`config.mk`:
```
export PLATFORM = sky130hd
export DESIGN_NAME = rram_mem_arbiter
export DESIGN_NICKNAME = d
export VERILOG_FILES = /design/src/rtl/rram_mem_pkg.sv /design/src/rtl/rram_mem_arbiter_rr_arb2.sv /design/src/rtl/rram_mem_arbiter.sv
export SDC_FILE = /design/constraint.sdc
export NUM_CORES = 1
export LEC_CHECK = 0
export ABC_AREA = 1
export CORE_AREA = 10 10 267 269
export CTS_CLUSTER_DIAMETER = 40
export CTS_CLUSTER_SIZE = 10
export DETAILED_ROUTE_END_ITERATION = 8
export DIE_AREA = 0 0 277 279
export PLACE_DENSITY = 0.41
export SETUP_SLACK_MARGIN = 0.15
export SYNTH_ARGS = -nofsm -noshare
export SYNTH_HDL_FRONTEND = slang
export SYNTH_SLANG_ARGS = --single-unit
```
`constraint.sdc`:
```
create_clock -name clk -period 2.42 [get_ports clk]
set_input_delay 0.726 -clock clk [delete_from_list [all_inputs] [get_ports clk]]
set_output_delay 0.726 -clock clk [all_outputs]
set_load 0.02 [all_outputs]
```
`src/rtl/rram_mem_pkg.sv`:
```
// ---------------------------------------------------------------------------
// rram_mem_pkg : shared types and size-code helpers for the RAM arbiter
// Rev 1.0
// ---------------------------------------------------------------------------
`default_nettype none

package rram_mem_pkg;

  typedef enum logic [1:0] {
    IDLE  = 2'd0,
    BURST = 2'd1,
    DRAIN = 2'd2,
    RESP  = 2'd3
  } state_t;

  localparam logic [2:0] SZ_B = 3'd0;
  localparam logic [2:0] SZ_H = 3'd1;
  localparam logic [2:0] SZ_W = 3'd2;
  localparam logic [2:0] SZ_D = 3'd3;
  localparam logic [2:0] SZ_Q = 3'd4;

  function automatic logic [15:0] size2mask(input logic [2:0] size);
    logic [15:0] m;
    case (size)
      SZ_B:    m = 16'h0001;
      SZ_H:    m = 16'h0003;
      SZ_W:    m = 16'h000F;
      SZ_D:    m = 16'h00FF;
      SZ_Q:    m = 16'hFFFF;
      default: m = 16'h0000;
    endcase
    return m;
  endfunction

  // Illegal size codes are reported as misaligned so both share one error path.
  function automatic logic misaligned(input logic [3:0] addr_lo, input logic [2:0] size);
    logic bad;
    case (size)
      SZ_B:    bad = 1'b0;
      SZ_H:    bad = addr_lo[0];
      SZ_W:    bad = |addr_lo[1:0];
      SZ_D:    bad = |addr_lo[2:0];
      SZ_Q:    bad = |addr_lo;
      default: bad = 1'b1;
    endcase
    return bad;
  endfunction

endpackage

`default_nettype wire

```
`src/rtl/rram_mem_arbiter_rr_arb2.sv`:
```
// ---------------------------------------------------------------------------
// rr_arb2 : two-way round-robin arbiter, pointer moves away from each winner
// Rev 1.0
// ---------------------------------------------------------------------------
`default_nettype none

module rr_arb2 (
  input  logic       clk,
  input  logic       rst_n,
  input  logic [1:0] req,
  input  logic       advance,
  output logic       grant_valid,
  output logic       grant_idx
);

  logic rr_ptr;

  always_comb begin
    grant_valid = |req;
    case (req)
      2'b01:   grant_idx = 1'b0;
      2'b10:   grant_idx = 1'b1;
      2'b11:   grant_idx = rr_ptr;
      default: grant_idx = 1'b0;
    endcase
  end

  always_ff @(posedge clk) begin
    if (!rst_n)
      rr_ptr <= 1'b0;
    else if (advance && grant_valid)
      rr_ptr <= ~grant_idx;
  end

endmodule

`default_nettype wire

```
`src/rtl/rram_mem_arbiter.sv`:
```
// ---------------------------------------------------------------------------
// rram_mem_arbiter : round-robin burst sequencer in front of the byte-lane RAM
// Rev 1.0
// ---------------------------------------------------------------------------
`default_nettype none

module rram_mem_arbiter
  import rram_mem_pkg::*;
#(
  parameter int ADDR_W = 8,
  parameter int LEN_W  = 4
) (
  input  logic                  clk,
  input  logic                  rst_n,
  input  logic [1:0]            cmd_valid,
  output logic [1:0]            cmd_ready,
  input  logic [1:0]            cmd_write,
  input  logic [2*ADDR_W-1:0]   cmd_addr,
  input  logic [5:0]            cmd_size,
  input  logic [2*LEN_W-1:0]    cmd_len,
  input  logic [1:0]            wvalid,
  output logic [1:0]            wready,
  input  logic [255:0]          wdata,
  output logic [1:0]            rvalid,
  output logic [127:0]          rdata,
  output logic [1:0]            done,
  output logic [1:0]            err,
  output logic [15:0]           ram_ena,
  output logic                  ram_wea,
  output logic [ADDR_W-1:0]     ram_addra,
  output logic [127:0]          ram_dina,
  input  logic [127:0]          ram_douta
);

  state_t              state;
  logic                gnt;
  logic                write_q;
  logic [2:0]          size_q;
  logic [ADDR_W-1:0]   addr_q;
  logic [LEN_W-1:0]    cnt;
  logic [15:0]         mask_q;
  logic                err_q;
  logic [1:0]          rvalid_q;

  logic                grant_valid;
  logic                grant_idx;
  logic                advance;
  logic [ADDR_W-1:0]   sel_addr;
  logic [2:0]          sel_size;
  logic [LEN_W-1:0]    sel_len;
  logic                sel_write;
  logic                sel_bad;
  logic                beat;
  logic [ADDR_W-1:0]   step;
  logic [1:0]          owner;

  rr_arb2 u_arb (
    .clk         (clk),
    .rst_n       (rst_n),
    .req         (cmd_valid),
    .advance     (advance),
    .grant_valid (grant_valid),
    .grant_idx   (grant_idx)
  );

  assign advance   = rst_n && (state == IDLE) && grant_valid;
  assign sel_addr  = grant_idx ? cmd_addr[2*ADDR_W-1:ADDR_W] : cmd_addr[ADDR_W-1:0];
  assign sel_size  = grant_idx ? cmd_size[5:3] : cmd_size[2:0];
  assign sel_len   = grant_idx ? cmd_len[2*LEN_W-1:LEN_W] : cmd_len[LEN_W-1:0];
  assign sel_write = grant_idx ? cmd_write[1] : cmd_write[0];
  assign sel_bad   = misaligned(sel_addr[3:0], sel_size);

  assign owner = {gnt, ~gnt};
  assign step  = ADDR_W'(1) << size_q;

  // A write beat only exists when the owning requester presents data.
  assign beat = (state == BURST) && (!write_q || (gnt ? wvalid[1] : wvalid[0]));

  assign cmd_ready = advance ? {grant_idx, ~grant_idx} : 2'b00;
  assign wready    = ((state == BURST) && write_q) ? owner : 2'b00;
  assign ram_ena   = beat ? mask_q : 16'h0000;
  assign ram_wea   = beat && write_q;
  assign ram_addra = beat ? addr_q : '0;
  assign ram_dina  = (beat && write_q) ? (gnt ? wdata[255:128] : wdata[127:0]) : 128'd0;
  assign rvalid    = rvalid_q;
  assign rdata     = (|rvalid_q) ? ram_douta : 128'd0;
  assign done      = (state == RESP) ? owner : 2'b00;
  assign err       = (state == RESP && err_q) ? owner : 2'b00;

  always_ff @(posedge clk) begin
    if (!rst_n) begin
      state    <= IDLE;
      gnt      <= 1'b0;
      write_q  <= 1'b0;
      size_q   <= 3'd0;
      addr_q   <= '0;
      cnt      <= '0;
      mask_q   <= 16'h0000;
      err_q    <= 1'b0;
      rvalid_q <= 2'b00;
    end else begin
      rvalid_q <= (beat && !write_q) ? owner : 2'b00;
      case (state)
        IDLE: begin
          if (advance) begin
            gnt     <= grant_idx;
            write_q <= sel_write;
            size_q  <= sel_size;
            addr_q  <= sel_addr;
            cnt     <= sel_len;
            mask_q  <= size2mask(sel_size);
            err_q   <= sel_bad;
            state   <= sel_bad ? RESP : BURST;
          end
        end
        BURST: begin
          if (beat) begin
            addr_q <= addr_q + step;
            cnt    <= cnt - LEN_W'(1);
            if (cnt == '0)
              state <= write_q ? RESP : DRAIN;
          end
        end
        DRAIN: state <= RESP;
        RESP: begin
          err_q <= 1'b0;
          state <= IDLE;
        end
        default: state <= IDLE;
      endcase
    end
  end

endmodule

`default_nettype wire

```
# --- Yosys cells after proc, flatten, opt, wreduce, memory -nomap -nowiden ---
# Cells that the tools add are included.
totals:
  regBits: 39
  word_cells: 83
op_classes:
  eq_ne: 12
  mux: 31
  reduce_logical: 25
  n_addsub: 2
  n_shift: 1
  bitwise_logic: 2
ops:
  columns: ["operator", "n"]
  rows:
  - ["128-bit 2-to-1 mux", 3]
  - ["16-bit one-hot mux with 5 select lines", 1]
  - ["8-bit 2-to-1 mux", 4]
  - ["16-bit 2-to-1 mux", 1]
  - ["2-bit 2-to-1 mux", 8]
  - ["8-bit one-hot mux with 2 select lines", 1]
  - ["4-bit 2-to-1 mux", 3]
  - ["8-bit adder", 1]
  - ["2-bit equality test, second input constant", 4]
  - ["1-bit logical AND", 8]
  - ["2-bit one-hot mux with 4 select lines", 1]
  - ["4-bit one-hot mux with 2 select lines", 1]
  - ["1-bit by 3-bit left shift with 8-bit output, first input constant", 1]
  - ["3-bit by 2-bit equality test with 1-bit output, second input constant", 2]
  - ["2-bit AND reduction", 3]
  - ["3-bit AND reduction", 2]
  - ["2-bit OR reduction", 3]
  - ["1-bit one-hot mux with 5 select lines", 1]
  - ["4-bit logical NOT", 1]
  - ["1-bit 2-to-1 mux", 4]
  - ["2-bit inequality test, second input constant", 2]
  - ["1-bit one-hot mux with 2 select lines", 2]
  - ["2-bit nonzero test", 2]
  - ["4-bit OR reduction", 1]
  - ["other kinds (12)", 13]

# --- Longest topological paths before layout ---
depth:
  depth_word: 8
  mapped_depth: 13
  depth_no_buf: 12

# --- By module ---
# From an unflattened synthesis, not the netlist that was laid out.
unflattened:
  hier_cells: 1067
  area_unflattened_um2: 5171.2
by_module_without_submodules:
  columns: ["mod", "area_per_inst_um2", "instances", "cells_each"]
  rows:
  - ["rram_mem_arbiter", 5108.6, 1, 1058]
  - ["rr_arb2", 62.6, 1, 9]

# --- Worst setup path after synthesis ---
# OpenSTA, ideal clock, no wires.
synth_path:
  kind: "flip-flop to output port"
  from: "register state[1]"
  to: "output port ram_ena[10]"
  slack_ps: -317
  t_required_ps: 1694
  path_stages_with_launch: 9
  arrival_ps: 2011
  cell_sequence: "dfxtp_1 inv_1 ha_1 clkinv_1 nor2_1 inv_1 clkbuf_1 nor2_1 buf_4"
synth_between:
  elab_chain_cells: 3
synth_rtl:
  columns: ["element", "line", "rtl"]
  rows:
  - ["from (decl)", "rram_mem_arbiter.sv:35", "state_t state;"]
  - ["from (signal assigned)", "rram_mem_arbiter.sv:113", "state <= sel_bad ? RESP : BURST;"]
  - ["from (signal assigned)", "rram_mem_arbiter.sv:121", "state <= write_q ? RESP : DRAIN;"]
  - ["2-bit by 1-bit equality test with 1-bit output", "rram_mem_arbiter.sv:77", "assign beat = (state == BURST) && (!write_q || (gnt ? wvalid[1] : wvalid[0]));"]
  - ["1-bit logical AND", "rram_mem_arbiter.sv:77", null]
  - ["16-bit 2-to-1 mux", "rram_mem_arbiter.sv:81", "assign ram_ena = beat ? mask_q : 16'h0000;"]
  - ["to (decl)", "rram_mem_arbiter.sv:28", "output logic [15:0] ram_ena,"]
# No other way between the ends.

# --- Worst setup path in the final report ---
layout_path:
  from: "input port wvalid[1]"
  to: "output port ram_dina[6]"
layout_between:
  elab_chain_cells: 5
layout_rtl:
  columns: ["element", "line", "rtl"]
  rows:
  - ["from (decl)", "rram_mem_arbiter.sv:21", "input logic [1:0] wvalid,"]
  - ["1-bit 2-to-1 mux", "rram_mem_arbiter.sv:77", null]
  - ["1-bit logical OR", "rram_mem_arbiter.sv:77", null]
  - ["1-bit logical AND", "rram_mem_arbiter.sv:77", null]
  - ["1-bit logical AND", "rram_mem_arbiter.sv:84", "assign ram_dina = (beat && write_q) ? (gnt ? wdata[255:128] : wdata[127:0]) : 128'd0;"]
  - ["128-bit 2-to-1 mux", "rram_mem_arbiter.sv:84", null]
  - ["to (decl)", "rram_mem_arbiter.sv:31", "output logic [127:0] ram_dina,"]
# No other way between the ends.

==> flow_metrics.tcl <==
set metrics [dict create \
    clk_pin_slew_worst_paths_ns 0.07 \
    antenna_left 0 \
    finalMaxSlewViolations 0 \
    power_density_nw_per_um2 415.0 \
    coreArea_um2 65630 \
    synth_warnings 0 \
    hold_viol_final 0 \
    worstPathCellList "buf_8 > nand2_4 > nand2_4 > a21oi_4 > nor2_4 > buf_12 > inv_16 > buf_12 > buf_16 > buf_12 > a21oi_4 > buf_6" \
    internal_power_mw 3.499 \
    synth-seq-cells 28 \
    drive_gt1_share_pct 36.73 \
    clk_path_buf_depth 2 \
    power.share.clock_pct 5.7 \
    cts_tree "yes" \
    row_count 94 \
    die_area_um2 77280 \
    grt_util_met3_pct 5.648 \
    synthFlopType "dfxtp_1" \
    grt_pass1_vias 10360 \
    violations "setup timing" \
    drtPass1Iterations 5 \
    start_util_pct 7.573 \
    hp-start "err_q" \
    grt_use_total_pct 14.30 \
    rsz0062_at_grt "yes" \
    final_common_cell "clkdlybuf4s50_1" \
    worst_slew_pin_slew_ns 0.3300 \
    fin_util_pct 25.78 \
    worstSetupStartpointType "input pin" \
    die_h_um 279 \
    max_cap_viol_count 0 \
    antenna_found_initial 24 \
    setup_ws_ns -0.3290 \
    p_seq_share_pct 10.7 \
    synth_edf_count 0 \
    grt_pass1_wl_mm 81.20 \
    grt_max_degree 45 \
    cp.arrival_ns 2.02 \
    yosysSeqAreaShare_pct 11.28 \
    netlist_area_um2 4970 \
    critPathMaxStageDelay_ns 0.19 \
    cts-root-buf "clkbuf_16" \
    place_ws_ns -1.038 \
    hold_path_depth 2 \
    drt_iter0_drc 390 \
    grt.busiest_layer "met2" \
    outcome "complete, but fails checks" \
    worstSkewPairLatency_ns 0.27 \
    final_cell_mix "clkdlybuf4s50_1, nand2_1, buf_6" \
    cp-end-kind "primary output" \
    setup_viol 152 \
    relSlewSlack_pct 77.77 \
    fin_crit_sh_pct 113.6 \
    cp_num_cells 12 \
    wl_mm 59.48 \
    via_count 9745 \
    slowest_stage "buf_12" \
    fmax_mhz 363.8 \
    synth_cells 1031 \
    startpoint "wvalid[1]" \
    worstPathBufferInverterCount 7 \
    viasPerCell 3.620 \
    syn_nets 1466 \
    skew_ns 0.007273 \
    syn2layout_area_growth_pct 240.4 \
    combPwrFrac_pct 83.6 \
    place.gp.congestion 0.9267 \
    r2r_start "size_q[1]" \
    cp_top_family "buffers and inverters" \
    power_switching_mw 3.523 \
    cts_max_level 1 \
    hpwl_mm 51.31 \
    min_period_ns 2.749 \
    drc 0 \
    port-buffer-count 712 \
    cpMostUsedCell "buf_12" \
    hold_path.class "reg2reg" \
    clock_sinks 28 \
    required_ns 1.69 \
    die_x_um 277 \
    cts_buffers 3 \
    grtUsageMet2_pct 26.87 \
    reg2reg_depth 10 \
    async_reset_ff_share_pct 0 \
    p_leak_nw 7.386 \
    peakVddDrop_mv 0.3026 \
    nFillCells 7180 \
    nNetsFinal 2260 \
    ys_types 33 \
    io_pins 713 \
    crit_type "in2out" \
    wl_per_cell_um 22.10 \
    overflow 0 \
    sw_frac_of_total_pct 50.17 \
    gr-usage-met1_pct 15.37 \
    cp_max_fo 8 \
    syn_avg_cell_area_um2 4.820 \
]
[layer usage]
metal  routed length [um]  part of all wire [%]  up-vias
li1                     -                     -     4711
met1                22190                    37     4498
met2                30980                    52      458
met3                 5570                   9.4       54
met4                  590                  0.99       24
met5                  156                  0.26        -
[cell type report]
class / instances / area [um^2] / area share (%)
diodes: 4 / 10.01 / 0.05917
clock buffers: 4 / 78.83 / 0.4659
inverters: 180 / 700.7 / 4.142
multi-input cells: 747 / 5116 / 30.24
flip-flops and latches: 28 / 569.3 / 3.365
well taps: 864 / 1081 / 6.390
repair buffers: 863 / 9321 / 55.10
repair inverters: 2 / 40.04 / 0.2367
[final timing paths]
kind            endpoint  slack (ns)
min reg2reg        err_q        0.47
max reg2reg    addr_q[5]        0.40
min                err_q        0.47
max          ram_dina[6]       -0.33
[metrics by stage]
step	instance area (um^2)	TNS [ns]	cells	hold WS [ns]	power, mW
after floorplan	6554	0	1031	0.4466	3.284
after global placement	15110	-167.35	2610	0.4588	5.979
after detailed placement	15110	-165.83	2610	0.4697	6.000
after CTS	16420	-30.91	2676	0.4816	6.849
after global routing	16920	-36.19	2691	0.5087	7.540
final	16920	-28.07	2692	0.4747	7.021
[what timing repair did]
item	4_1_cts	5_1_grt
gates cloned	13	3
hold buffers	0	0
pin swaps	17	23
setup buffers	49	9
resized for setup	1343	114
hold endpoints to repair	0	0
setup endpoints to repair	296	215
[cells in the mapped netlist, drive strengths merged, types with 6 or more instances]
master | number | area [um^2]
nand2 | 327 | 1237
inv | 178 | 668.1
nor2 | 172 | 645.6
a21oi | 151 | 759.5
clkbuf | 44 | 165.2
o21ai | 36 | 191.4
buf | 32 | 270.3
dfxtp | 28 | 560.5
nand3 | 16 | 80.08
ha | 12 | 150.1
nor3 | 8 | 40.04
o22ai | 6 | 37.54
[registers in the layout, summed over array words and instances, names as in the netlist]
name and flops:
addr_q 8, cnt 4, err_q 1, gnt 1, mask_q 5, rvalid 2, size_q 3, state 2
u_arb.rr_ptr 1, write_q 1
[cell families after synthesis]
| group | synth area share (%) |
|---|---|
| adder cells (fa/ha/maj) | 3.424 |
| AND/OR/NAND/NOR | 41.24 |
| buffers and inverters | 22.36 |
| flip-flops | 11.28 |
| XOR/XNOR | 0.5288 |
| AO/OA/AOI/OAI | 21.17 |
[tightest hold or removal path, delay by kind of cell (launching register included)]
family / cells / cell delay [ns]
AO/OA/AOI/OAI: 2 / 0.12
flip-flops: 1 / 0.31
[power groups by stage]
stage                     clock network, mW  registers [mW]  logic [mW]
after floorplan                           0           0.718        2.57
after global placement                    0           0.758        5.22
final                                 0.402           0.752        5.87
after global routing                  0.443           0.772        6.33
after CTS                             0.427           0.751        5.67
after detailed placement                  0           0.760        5.24
No activity file was read; power rests on OpenSTA's default activity.
==> RTL change 1, RTL diff (config.mk and constraints unchanged) <==
Change the parameter `LEN_W` from 4 to 2.
--- a/src/rtl/rram_mem_arbiter.sv
+++ b/src/rtl/rram_mem_arbiter.sv
@@ -10,3 +10,3 @@
   parameter int ADDR_W = 8,
-  parameter int LEN_W  = 4
+  parameter int LEN_W  = 2
 ) (
Ports: changed (resized cmd_len); port bits go from 713 to 709. The function was not compared with the original's and may differ.
==> RTL change 1 against the original RTL <==
The flow still finishes with violations (setup timing). Worst setup slack improved by 0.053 ns. Clock skew fell by 0.0017 ns. Power fell by 0.14%. Maximum frequency rose by 2.0%. Routed wire length barely moved. Sequential cell count fell by 2. Final area fell by 1.4%. Synthesized cell count fell by 1.7%. Clock power rose by 5.5%. Via count fell by 2.6%. Global-route usage rose by 0.094 points. Area after synthesis fell by 3.2%. First-iteration DRC count fell by 0.51%. Largest cell class unchanged. Highest routed layer unchanged.
==> RTL change 1: results (changes against the original RTL) <==
- Initial antenna violation count: 7 (-71%)
- Critical path arrival: 1.97 ns (-0.05 ns)
- Placed cell count: 2598 (-0.46%)
- Via count: 9496 (-2.6%)
- Hold path startpoint: cnt[1]$_SDFFE_PN0P_
- Filler-free cell count of the finished design: 2675 (-0.63%)
- Largest net degree at the start of global routing: 44 (-2.2%)
- PnR worst setup slack: -0.276 ns (+0.0528 ns)
- Reg2Reg Launch Point: size_q[2]$_SDFFE_PN0P_
- Final setup fails: 152 (unchanged)
- Initial DRC count: 388 (-0.51%)
- Reg2Reg Depth: 14 (+4)
- Failing checks: setup timing
- Dominant cells by area after synthesis: nand2_1 25%, a21oi_1 16%, inv_1 14%
- Syn Area/Cell: 4.75 um^2 (-1.5%)
- HPWL Detailed: 52200 um (+1.7%)
- # nets final: 2243 (-0.75%)
- Status: finished, violations left
- Share of post-route cells with drive strength above 1: 0.375 (+0.00761)
- GRT Total Usage: 0.144 (+0.000941)
- Net Sw Frac: 0.508 (+0.00585)
- Antenna cell count: 0 (-4)
- Vias in the first global route: 10200 (-1.2%)
- Largest registers: addr_q (8), mask_q (5), size_q (3)
- Fill cell count: 7193 (+0.18%)
- Synthesized Nets: 1444 (-1.5%)
- Total wire length: 59400 um (about the same)
- Worst setup path start: wvalid[1]
- PortBufs: 708 (-0.56%)
- H-tree depth: 1 (unchanged)
- Peak VDD IR: 0.303 mV (about the same)
- Worst Skew: 0.00554 ns (-0.00173 ns)
- Register area share after synthesis: 0.108 (-0.00460)
- Placer congestion estimate: 0.917 (-1.1%)
- Worst slew pin tran: 0.336 ns (+0.00571 ns)
- Leak pwr: 0.00729 uW (-1.3%)
- Commonest cells in the netlist: 318 x nand2_1, 175 x inv_1, 172 x nor2_1
- Synth unique cells: 30 (-9.1%)
- Post-DP Area: 15100 um^2 (+0.24%)
- Final Util: 0.254 (-0.00357)
## RTL change 1: path summary, 6_finish.rpt
path	endpoint	slack (ns)
max	ram_ena[9]	-0.28
min	cnt[1]$_SDFFE_PN0P_	0.49
max reg2reg	addr_q[6]$_SDFFE_PN0P_	0.37
min reg2reg	cnt[1]$_SDFFE_PN0P_	0.49
## RTL change 1: critical path, cell delays in order
cell	delay [ns]
buf_8	0.08
nand2_4	0.04
nand2_4	0.07
a21oi_4	0.04
buf_6	0.11
buf_6	0.11
nor2_4	0.11
clkinv_4	0.12
nor2_4	0.28
buf_4	0.17
buf_6	0.11
## RTL change 1: cells by family (layout without fill, tap and decap cells)
kind of cell               count (synthesis)  count (layout)  synth area share
AOI/OAI and AO/OA                        189             189             0.206
xor gates and xnor gates                   2               2           0.00364
adders and majority gates                 13              13            0.0354
buffers and inverters                    257            1055             0.221
DFF                                       26              26             0.108
and+or+nand+nor                          526             526             0.426
## RTL change 1: final cells by class
type                    count  area share
repair buffers            868       0.551
multi-input cells         730       0.302
well taps                 864      0.0648
inverters                 181      0.0424
flip-flops and latches     26      0.0318
clock buffers               4     0.00532
repair inverters            2     0.00240
## RTL change 1: through the flow
step	hold WS, ns	setup WS, ns	total power [uW]
final	0.487	-0.276	7010
after global routing	0.510	-0.336	7490
after CTS	0.484	-0.316	6890
after detailed placement	0.474	-1.09	6040
after global placement	0.468	-1.07	6020
after floorplan	0.448	0.0204	3210
## RTL change 1: repair_timing
item                       in CTS  in global routing
hold endpoints to repair        0                  0
cloned                          9                  0
pin swaps                      22                 29
resized for setup            1262                 84
setup endpoints to repair     271                213
setup buffers                  50                 14
## RTL change 1: power groups by stage
stage	Sequential (uW)	Combinational (uW)	Clock, uW
6_report	706	5880	424
3_5_place_dp	706	5340	0
2_1_floorplan	669	2540	0
3_3_place_gp	702	5320	0
4_1_cts	709	5750	432
5_1_grt	728	6320	441
## RTL change 1: routing by layer
layer	up-vias	GRT usage	share of wire
li1	4633	-	-
met1	4373	0.132	0.33
met2	443	0.279	0.53
met3	45	0.0752	0.12
met4	2	0.0255	0.017
met5	-	0	0.00022
==> RTL change 2, RTL diff (same flow settings) <==
Made on the original files. The 4 states of `state_t` get a one-hot encoding in 4 bits.
--- a/src/rtl/rram_mem_pkg.sv
+++ b/src/rtl/rram_mem_pkg.sv
@@ -8,7 +8,7 @@
 
-  typedef enum logic [1:0] {
-    IDLE  = 2'd0,
-    BURST = 2'd1,
-    DRAIN = 2'd2,
-    RESP  = 2'd3
+  typedef enum logic [3:0] {
+    IDLE  = 4'b0001,
+    BURST = 4'b0010,
+    DRAIN = 4'b0100,
+    RESP  = 4'b1000
   } state_t;
Behaviour: same outputs for any inputs over 4 cycles, from zero or initial values and one cycle with rst_n low; so few cycles prove little.
==> RTL change 2 against the original RTL <==
The run still ends with setup timing left. Combinational power is 39% lower. Power fell by 29%. Sequential cell count grew 2. Area after synthesis increased by 8.7%. Worst setup slack worse by 0.024 ns. Routed wire length grew 4.4%. Final area up 1.8%. Core utilization increased by 0.46 points. Sequential power barely moved. Synthesized cell count about the same.
==> RTL change 2: results (changes against the original RTL) <==
- Status: finished, violations left
- Failing checks: setup timing
- Setup TNS: -37.17 ns (-9.09 ns)
- FFs & Latches: 30 (+7.1%)
- Multi-input gates: 741 (-0.80%)
- Fill cell count: 7196 (+0.22%)
- GR Util met3: 0.0440 (-0.0125)
- Cts repair resizes: 1415 (+5.4%)
- Dominant cells by area after synthesis: nand2_1 22%, a21oi_2 16%, inv_1 12%
- Routed len/inst: 22.7 um (+2.9%)
- Commonest cells in the netlist: 320 x nand2_1, 173 x inv_1, 166 x nor2_1
- GRT Total Usage: 0.149 (+0.00640)
- PnR worst setup slack: -0.353 ns (-0.0245 ns)
- Net Sw Frac: 0.455 (-0.0465)
- Met3 wire length: 4690 um (-16%)
- Critical path's slowest cell: dfxtp_2
- ClkCell Share: 0.00967 (+0.00501)
- Post-CTS Setup Inserts: 52 (+6.1%)
- Register area: 612 um^2 (+7.5%)
- Initial DRC count: 378 (-3.1%)
- Reg2Reg Depth: 14 (+4)
- Filler-free cell count of the finished design: 2729 (+1.4%)
- Final setup fails: 147 (-3.3%)
- # clk buffers: 8 (+4)
- Initial antenna violation count: 8 (-67%)
- Hold path startpoint: mask_q[0]$_SDFFE_PN0P_
- Worst Skew: 0.00449 ns (-0.00279 ns)
- Seq pwr share: 0.151 (+0.044)
- Grt met1 use: 0.175 (+0.0214)
- Leak pwr: 0.00757 uW (+2.5%)
- FF-to-FF End: addr_q[6]$_SDFFE_PN0P_
- Peak VDD IR: 0.225 mV (-26%)
- Synthesized Nets: 1461 (-0.34%)
- First-pass GRT wire length: 84000 um (+3.5%)
- Post-DP Area: 14700 um^2 (-2.6%)
- Met2 Use GR: 0.277 (+0.00870)
- Multi-input logic area: 5100 um^2 (-0.34%)
- Clock power share: 0.138 (+0.081)
- HPWL Detailed: 53600 um (+4.4%)
- Inverters: 179 (-1.6%)
- CP max stage delay: 0.32 ns (+0.13 ns)
RTL change 2: cell types whose count changed after synthesis, moves of 5 or more:
cell / before / now
a211oi_1: 0 / 9
a21oi_1: 150 / 50
o21ai_0: 33 / 23
a21oi_2: 1 / 100
o22ai_1: 6 / 0
nand2_1: 325 / 320
nor2_1: 172 / 166
RTL change 2: logic make-up (layout without fill, tap and decap cells):
family,after synthesis,count (layout),synth area share
simple gates,530,530,0.386
buf+inv,259,1092,0.211
compound gates,196,196,0.260
xor+xnor,6,6,0.00973
other cells,0,2,0
flops,30,30,0.111
fa+ha+maj,9,9,0.0222
RTL change 2: worst max path at each step:
stage / end / slack (ns)
after floorplan: ram_dina[100] / 0.01
after global placement: ram_dina[123] / -1.09
after detailed placement: ram_dina[3] / -1.07
after CTS: ram_dina[124] / -0.42
after global routing: ram_dina[107] / -0.45
final: ram_dina[75] / -0.35
